<file path="src/rtl/unary_add_sched_pkg.sv">
// unary_add_sched shared types and helpers.
// FSM state encoding, adder mode constants, counter width.
package unary_add_sched_pkg;

  typedef enum logic [1:0] {
    IDLE = 2'd0,
    CLR  = 2'd1,
    RD   = 2'd2,
    WR   = 2'd3
  } state_e;

  typedef enum logic {
    READ  = 1'b0,
    WRITE = 1'b1
  } rw_e;

  function automatic int cnt_w(input int a, input int b);
    int m;
    m = (a > b) ? a : b;
    return (m < 2) ? 1 : $clog2(m);
  endfunction

endpackage

</file>
<file path="src/rtl/unary_add_sched_rr_arbiter.sv">
// Round-robin one-hot picker for unary_add_sched.
// Search starts at ptr; ptr moves past the winner on adv.
module rr_arbiter #(
  parameter int N  = 4,
  parameter int IW = $clog2(N)
) (
  input  logic          clk,
  input  logic          rst_n,
  input  logic [N-1:0]  req,
  input  logic          adv,
  output logic [N-1:0]  pick,
  output logic [IW-1:0] pick_idx,
  output logic          any
);

  logic [IW-1:0] ptr;
  logic [IW:0]   sum;
  logic [IW-1:0] idx;

  // first requester at or after ptr, wrapping
  always_comb begin
    pick     = '0;
    pick_idx = '0;
    any      = 1'b0;
    sum      = '0;
    idx      = '0;
    for (int i = 0; i < N; i++) begin
      sum = {1'b0, ptr} + (IW+1)'(i);
      if (sum >= (IW+1)'(N))
        sum = sum - (IW+1)'(N);
      idx = sum[IW-1:0];
      if (!any && req[idx]) begin
        any       = 1'b1;
        pick[idx] = 1'b1;
        pick_idx  = idx;
      end
    end
  end

  // pointer moves to winner+1 on each grant
  always_ff @(posedge clk or negedge rst_n) begin
    if (!rst_n)
      ptr <= '0;
    else if (adv)
      ptr <= (pick_idx == IW'(N-1)) ? '0
                                    : pick_idx + IW'(1);
  end

endmodule

</file>
<file path="src/rtl/unary_add_sched.sv">
// Round-robin scheduler sharing one serial unary adder.
// Optional abort on dropped request: UNARY_ADD_SCHED_ABORT_EN.
module unary_add_sched
  import unary_add_sched_pkg::*;
#(
  parameter int N_REQ      = 4,
  parameter int STREAM_LEN = 19,
  parameter int WR_LEN     = 2*STREAM_LEN
) (
  input  logic                     clk,
  input  logic                     rst_n,
  input  logic [N_REQ-1:0]         req,
  input  logic [N_REQ-1:0]         req_a,
  input  logic [N_REQ-1:0]         req_b,
  output logic [N_REQ-1:0]         gnt,
  output logic                     busy,
  output logic                     done,
  output logic                     abort,
  output logic                     add_rst_n,
  output logic                     add_en,
  output logic                     add_rw,
  output logic                     add_a,
  output logic                     add_b,
  input  logic                     add_dout,
  output logic                     rsp_valid,
  output logic                     rsp_dout,
  output logic [$clog2(N_REQ)-1:0] rsp_id
);

  localparam int IW = $clog2(N_REQ);
  localparam int CW = cnt_w(STREAM_LEN, WR_LEN);

  state_e          state;
  logic [CW-1:0]   cnt;
  logic [N_REQ-1:0] pick;
  logic [IW-1:0]   pick_idx;
  logic            any;
  logic            grant;
  rw_e             rw;

  assign grant = (state == IDLE) && any;

  rr_arbiter #(
    .N  (N_REQ),
    .IW (IW)
  ) u_arb (
    .clk      (clk),
    .rst_n    (rst_n),
    .req      (req),
    .adv      (grant),
    .pick     (pick),
    .pick_idx (pick_idx),
    .any      (any)
  );

`ifdef UNARY_ADD_SCHED_ABORT_EN
  logic lost;
  logic abort_q;
  assign lost  = ~|(req & gnt);
  assign abort = abort_q;
`else
  assign abort = 1'b0;
`endif

  // job sequencer: grant, clear, read phase, write phase
  always_ff @(posedge clk or negedge rst_n) begin
    if (!rst_n) begin
      state  <= IDLE;
      cnt    <= '0;
      gnt    <= '0;
      rsp_id <= '0;
      busy   <= 1'b0;
      done   <= 1'b0;
`ifdef UNARY_ADD_SCHED_ABORT_EN
      abort_q <= 1'b0;
`endif
    end else begin
      done <= 1'b0;
`ifdef UNARY_ADD_SCHED_ABORT_EN
      abort_q <= 1'b0;
`endif
      unique case (state)
        IDLE: begin
          if (any) begin
            gnt    <= pick;
            rsp_id <= pick_idx;
            busy   <= 1'b1;
            state  <= CLR;
          end
        end
        CLR: begin
          cnt   <= CW'(STREAM_LEN-1);
          state <= RD;
        end
        RD: begin
`ifdef UNARY_ADD_SCHED_ABORT_EN
          if (lost) begin
            state   <= IDLE;
            gnt     <= '0;
            busy    <= 1'b0;
            abort_q <= 1'b1;
          end else
`endif
          if (cnt == '0) begin
            cnt   <= CW'(WR_LEN-1);
            state <= WR;
          end else begin
            cnt <= cnt - CW'(1);
          end
        end
        WR: begin
`ifdef UNARY_ADD_SCHED_ABORT_EN
          if (lost) begin
            state   <= IDLE;
            gnt     <= '0;
            busy    <= 1'b0;
            abort_q <= 1'b1;
          end else
`endif
          if (cnt == '0) begin
            state <= IDLE;
            gnt   <= '0;
            busy  <= 1'b0;
            done  <= 1'b1;
          end else begin
            cnt <= cnt - CW'(1);
          end
        end
        default: state <= IDLE;
      endcase
    end
  end

  // adder controls decode straight from the state register
  always_comb begin
    rw        = (state == WR) ? WRITE : READ;
    add_rw    = rw;
    add_rst_n = (state != CLR);
    add_en    = (state == RD) || (state == WR);
    add_a     = (state == RD) && req_a[rsp_id];
    add_b     = (state == RD) && req_b[rsp_id];
    rsp_valid = (state == WR);
    rsp_dout  = (state == WR) && add_dout;
  end

endmodule

</file>
<file path="config.mk">
export PLATFORM = sky130hd
export DESIGN_NAME = unary_add_sched
export DESIGN_NICKNAME = d
export VERILOG_FILES = /design/src/rtl/unary_add_sched_pkg.sv /design/src/rtl/unary_add_sched_rr_arbiter.sv /design/src/rtl/unary_add_sched.sv
export SDC_FILE = /design/constraint.sdc
export NUM_CORES = 1
export LEC_CHECK = 0
export BUFFER_PORTS_ARGS = -buffer_cell sky130_fd_sc_hd__buf_2
export CORE_MARGIN = 2
export CORE_UTILIZATION = 40
export CTS_CLUSTER_DIAMETER = 50
export DETAILED_ROUTE_END_ITERATION = 6
export SLEW_MARGIN = 20
export SYNTH_ARGS = -nofsm -noshare
export SYNTH_HDL_FRONTEND = slang
export SYNTH_SLANG_ARGS = --single-unit
</file>
<file path="constraint.sdc">
create_clock -name clk -period 6.9 [get_ports clk]
set_input_delay 0.345 -clock clk [delete_from_list [all_inputs] [get_ports clk]]
set_output_delay 0.345 -clock clk [all_outputs]
set_load 0.02 [all_outputs]
</file>
-- After elaboration in Yosys (flattened, before gate mapping)
Index checks and enable logic that the tools add are counted.
- register bits: 18
- bits of input ports: 15
- add/subtract/negate cells: 9
- order comparisons: 13
- eq/ne operators: 9
- multiplexer cells: 53
- bitwise gates (word level): 3
- reduce and logical (&&, ||, !) cells: 23
- operators with widths (cell ; count):
    2-bit two-way mux ; 12
    4-bit two-way mux ; 6
    1-bit two-way mux ; 19
    6-bit one-hot mux with 3 select lines ; 1
    2-bit by 3-bit < comparator with 1-bit output, second input constant ; 5
    1-bit binary-select mux with 2-bit select ; 6
    6-bit two-way mux ; 2
    4-bit bitwise OR ; 3
    1-bit logical AND ; 11
    3-bit >= comparator, second input constant ; 3
    1-bit demux with 2-bit select ; 4
    2-bit by 1-bit >= comparator with 1-bit output, second input constant ; 4
    2-bit one-hot mux with 4 select lines ; 1
    4-bit one-hot mux with 2 select lines ; 1
    2-bit by 1-bit subtractor with 2-bit output, second input constant ; 4
    2-bit by 2-bit adder with 3-bit output, second input constant ; 2
    2-bit == test, second input constant ; 3
    6-bit logical NOT ; 1
    2-bit != test, second input constant ; 3
    3-bit AND reduction ; 2
    6-bit by 1-bit subtractor with 6-bit output, second input constant ; 1
    2-bit by 1-bit != test with 1-bit output, second input constant ; 2
    2-bit AND reduction ; 2
    2-bit by 1-bit adder with 3-bit output, second input constant ; 1
    9 further kinds ; 11

-- Longest topological paths before layout
- depth in word-level cells: 16
- gate-level depth with buffers: 8
- mapped depth without buffers: 7

-- Cells and area by module
A second synthesis with hierarchy kept.
- cell total of the unflattened synthesis: 148
- area total of the unflattened synthesis: 1448.9 um2
- by module, submodules not included (module ; instances ; cells each ; area an instance (um2) ; sequential area each (um2)):
    unary_add_sched ; 1 ; 90 ; 920.9 ; 400.4
    rr_arbiter ; 1 ; 58 ; 528.0 ; 50.0

-- Worst setup path after synthesis
No wires, ideal clock.
- path kind: reg2reg
- start: register (tool-made name)
- end: register u_arb.ptr[1]
- library setup time: 0.067 ns
- data arrival time: 2.224 ns
- setup slack: 4.609 ns
- stages on the path, launching flop included: 9
- buffers on the path: 1
- clock period less this slack: 2.291 ns
- cell sequence: dfrtp_1 buf_6 inv_1 ha_1 mux4_2 nor2b_4 o21ai_2 a211o_1 nand3_2
- RTL lines (item ; line ; source):
    end signal, assigned ; unary_add_sched_rr_arbiter.sv:45 ; ptr <= (pick_idx == IW'(N-1)) ? '0
    end, declared ; unary_add_sched_rr_arbiter.sv:16 ; logic [IW-1:0] ptr;

==> metrics.md <==
| Metric | Value |
|---|---|
| Status | finished, final reports clean |
| Leakage | 0.7385 nW |
| Layout Skew | 0.01038 ns |
| Pint | 0.1351 mW |
| Mux cell area share after synthesis | 12.68% |
| Count of flip-flops with a built-in enable after synthesis | 0 |
| Maximum fanout along the worst path | 14 |
| Synthesized-area fraction occupied by ao, oa, aoi and oai cells | 21.57% |
| Full die area | 4046 sq um |
| Mean number of vias per cell | 5.451 |
| WP data arrival | 2.97 ns |
| CTS tree | yes |
| Part of the cycle the worst path needs | 39.51% |
| H-Tree Level Count | 1 |
| Xor/xnor share of the synthesized area | 0.6162% |
| Top-level port count | 31 |
| Avg WL per Cell | 14.20 um |
| Placer congestion estimate | 0.8401 |
| CTS clk-pin slew, worst paths | 0.11 ns |
| RSZ-0062 raised after global routing | no |
| Clock network power share | 29.6% |
| Critical path class | flop to flop |
| Layout net count | 201 |
| Relative slew margins | 32.86% |
| Initial core utilization | 42.26% |
| Sequential cell area fraction in the yosys report | 31.69% |
| Setup Buffers After CTS | 0 |
| Pin count of the biggest net entering global routing | 19 |
| ANT nets after route | 0 |
| Post-synthesis cell type count | 43 |
| Core area | 3363 sq um |
| Worst hold path startpoint | req[3] |
| Primary flip-flop cell chosen by synthesis mapping | sky130_fd_sc_hd__dfrtp_1 |
| Share of the synthesized area in the top cell type | 31.69% |
| Share of final-layout standard cells stronger than drive strength 1 | 24.85% |
| Peak clock frequency supported by timing | 366.8 MHz |
| Final Setup Violations | 0 |
| Net switching component of the power | 0.04388 mW |
| Hold Path Sink | rsp_id[1] |
| Ranking of synthesized cells by area | sky130_fd_sc_hd__dfrtp_1 (32%), sky130_fd_sc_hd__ha_1 (13%), sky130_fd_sc_hd__mux4_2 (7.9%) |
| Post-synthesis cell type with the largest combined area | sky130_fd_sc_hd__dfrtp_1 |
| Avg Cell Area, Syn | 10.01 sq um |
| Slew at the pin with the worst max-slew slack | 0.9941 ns |
| Max-capacitance violation count | 0 |
| Flop2flop setup slack | 4.17 ns |
| Reg2Reg Depth | 7 |
| Number of cells on the worst hold path | 3 |
| Initial DRC count | 67 |
| First-pass GRT wire length | 5216 um |
| Combinational Power Share | 11.5% |
| Synthesized net count | 172 |
| Ratio of total power to cell area | 110.7 nW/um^2 |
| Final Routed Wirelength | 3052 um |
| Total chip power | 0.1789 mW |
| Register bit count reported by yosys | 18 |
| Fin crit period | 2.726 ns |
| Part of the total power dissipated in sequential elements | 58.9% |
| Number of clock sinks | 18 |
| Leading cell type by number of instances after synthesis | sky130_fd_sc_hd__dfrtp_1 |
| Total number of placement rows | 21 |
| Die height | 63.61 um |
| Width of the die | 63.61 um |
| Count of port buffers added during placement | 29 |
| Synth-to-layout area growth | 13.73% |
| Number of warnings reported in the yosys synthesis log | 0 |
| DRC violations left | 0 |
| Startpoint types | flop |
| Final TNS setup | 0 ns |
| Post-synth design cell area | 1421 sq um |
| Leftover overflow at the end of global routing | 0 |
| Number of antenna violations at the first check in global routing | 0 |
| Combined global-route utilization of all metal layers | 16.33% |
| Combinational family with the most area after synthesis | compound AO/OA/AOI/OAI gates |
| CTS Root Cell | sky130_fd_sc_hd__clkbuf_4 |
| Vias in the first global route | 1158 |
| Post-Synth Simple-Gate Area | 15.05% |
| Synthesized-area fraction occupied by adder cells | 13.20% |
| Fraction of registers with async set or reset after synthesis | 100.0% |
| Type of the worst min-delay path | input port to flop |
| Setup crit end kind | flop |
| Total placed cells including tap cells | 211 |
| Data required time of the critical path | 7.15 ns |
| Clock insertion delay at the later pin of the skew report | 0.30 ns |
| Layout Cells excl Fill | 215 |
| Total CTS buffers | 3 |
| Number of antenna diodes | 0 |
| Drt first pass iters | 4 |
| Final number of max-transition violations | 0 |
| Final Hold Fails | 0 |
| Endpoint of the worst register-to-register path | u_arb.ptr[1] |
| Fraction of power spent switching nets | 24.52% |
| Top cells by instance count after synthesis | sky130_fd_sc_hd__dfrtp_1 (18), sky130_fd_sc_hd__ha_1 (15), sky130_fd_sc_hd__nand2_1 (9), sky130_fd_sc_hd__nor2_1 (9) |
| Clock tree buffer depth | 2 |
| Post-detail-place hpwl | 2348 um |
| Post-Synthesis Cells | 142 |
| Maximum vdd drop | 0.03648 mV |
| Count of vias placed by the detailed router | 1172 |
## metal layers
metal | vias up | track usage, % | routed length (um)
met5 | - | 0 | 0
li1 | 578 | - | -
met2 | 15 | 30.26 | 1592
met1 | 574 | 18.98 | 1338
met4 | 0 | 6.522 | 51
met3 | 5 | 1.786 | 69
## layout by cell type, fill, tap and decap left out, types with 2 or more instances in the layout
master	netlist	routed
sky130_fd_sc_hd__a22o_1	4	4
sky130_fd_sc_hd__mux4_2	5	5
sky130_fd_sc_hd__mux2i_1	3	3
sky130_fd_sc_hd__a21oi_1	7	7
sky130_fd_sc_hd__and2_1	6	6
sky130_fd_sc_hd__nor3_1	6	6
sky130_fd_sc_hd__o31ai_1	2	2
sky130_fd_sc_hd__o22a_1	3	3
sky130_fd_sc_hd__nand2_1	9	9
sky130_fd_sc_hd__nor2_1	9	9
sky130_fd_sc_hd__o21a_1	2	2
sky130_fd_sc_hd__clkbuf_4	0	3
sky130_fd_sc_hd__a211oi_1	4	4
sky130_fd_sc_hd__inv_1	8	8
sky130_fd_sc_hd__ha_1	15	15
sky130_fd_sc_hd__o2bb2ai_1	4	4
sky130_fd_sc_hd__buf_2	1	29
sky130_fd_sc_hd__dfrtp_1	18	18
sky130_fd_sc_hd__a21o_1	3	3
sky130_fd_sc_hd__o21ai_0	8	8
## cell families (layout without fill, tap and decap cells)
family / after synthesis / in the layout
AOI/OAI and AO/OA: 44 / 44
and+or+nand+nor: 39 / 39
DFF: 18 / 18
adders and majority gates: 15 / 15
buffers and inverters: 14 / 41
muxes: 10 / 10
other: 1 / 1
xor gates and xnor gates: 1 / 1
## sequential cells by signal, indices dropped and copies added, names as in the netlist, named ones only
signal	cells
state	2
cnt	6
u_arb.ptr	1
rsp_id	2
done	1
busy	1
gnt	4
## power groups by stage
stage | logic [mW] | registers [mW] | clock network (mW)
after global placement | 0.0197 | 0.107 | 0
after CTS | 0.0206 | 0.105 | 0.0548
final | 0.0206 | 0.105 | 0.0530
after detailed placement | 0.0201 | 0.107 | 0
after floorplan | 0.0111 | 0.108 | 0
after global routing | 0.0230 | 0.105 | 0.0615
## worst max-delay path, stage by stage (launching register included)
cell                      delay, ns
sky130_fd_sc_hd__dfrtp_1       0.73
sky130_fd_sc_hd__inv_1         0.21
sky130_fd_sc_hd__ha_1          0.42
sky130_fd_sc_hd__mux4_2        0.62
sky130_fd_sc_hd__nor2b_4       0.21
sky130_fd_sc_hd__o21ai_2       0.09
sky130_fd_sc_hd__a211o_1       0.33
sky130_fd_sc_hd__nand3_2       0.06
## stage by stage
step	hold slack (ns)	worst slack, ns	utilization [%]	instance area (sq um)
2_1_floorplan	0.04941	4.609	-	1421
3_3_place_gp	0.3000	4.265	47.10	1584
3_5_place_dp	0.3110	4.209	47.10	1584
4_1_cts	0.4773	4.204	48.07	1617
5_1_grt	0.5262	4.018	48.07	1617
6_report	0.4866	4.174	48.07	1617
## worst max-delay path by stage
stage                         endpoint  slack, ns
final                     u_arb.ptr[1]       4.17
after global routing      u_arb.ptr[1]       4.02
after CTS                 u_arb.ptr[1]       4.20
after detailed placement  u_arb.ptr[1]       4.21
after global placement          gnt[1]       4.26
after floorplan           u_arb.ptr[1]       4.61
## what timing repair did
action	4_1_cts	5_1_grt
endpoints found under the hold margin	18	0
resized for setup	0	0
hold buffers	1	0
## area by class of cell
class                      count  area (sq um)
fill                         348          1747
multi-input combinational    110         900.9
sequential                    18         450.4
timing repair buffer          30         155.1
tap                           46         57.56
inverter                       8         30.03
clock buffer                   3         22.52
Note: power is estimated with default switching activity, not from simulation.
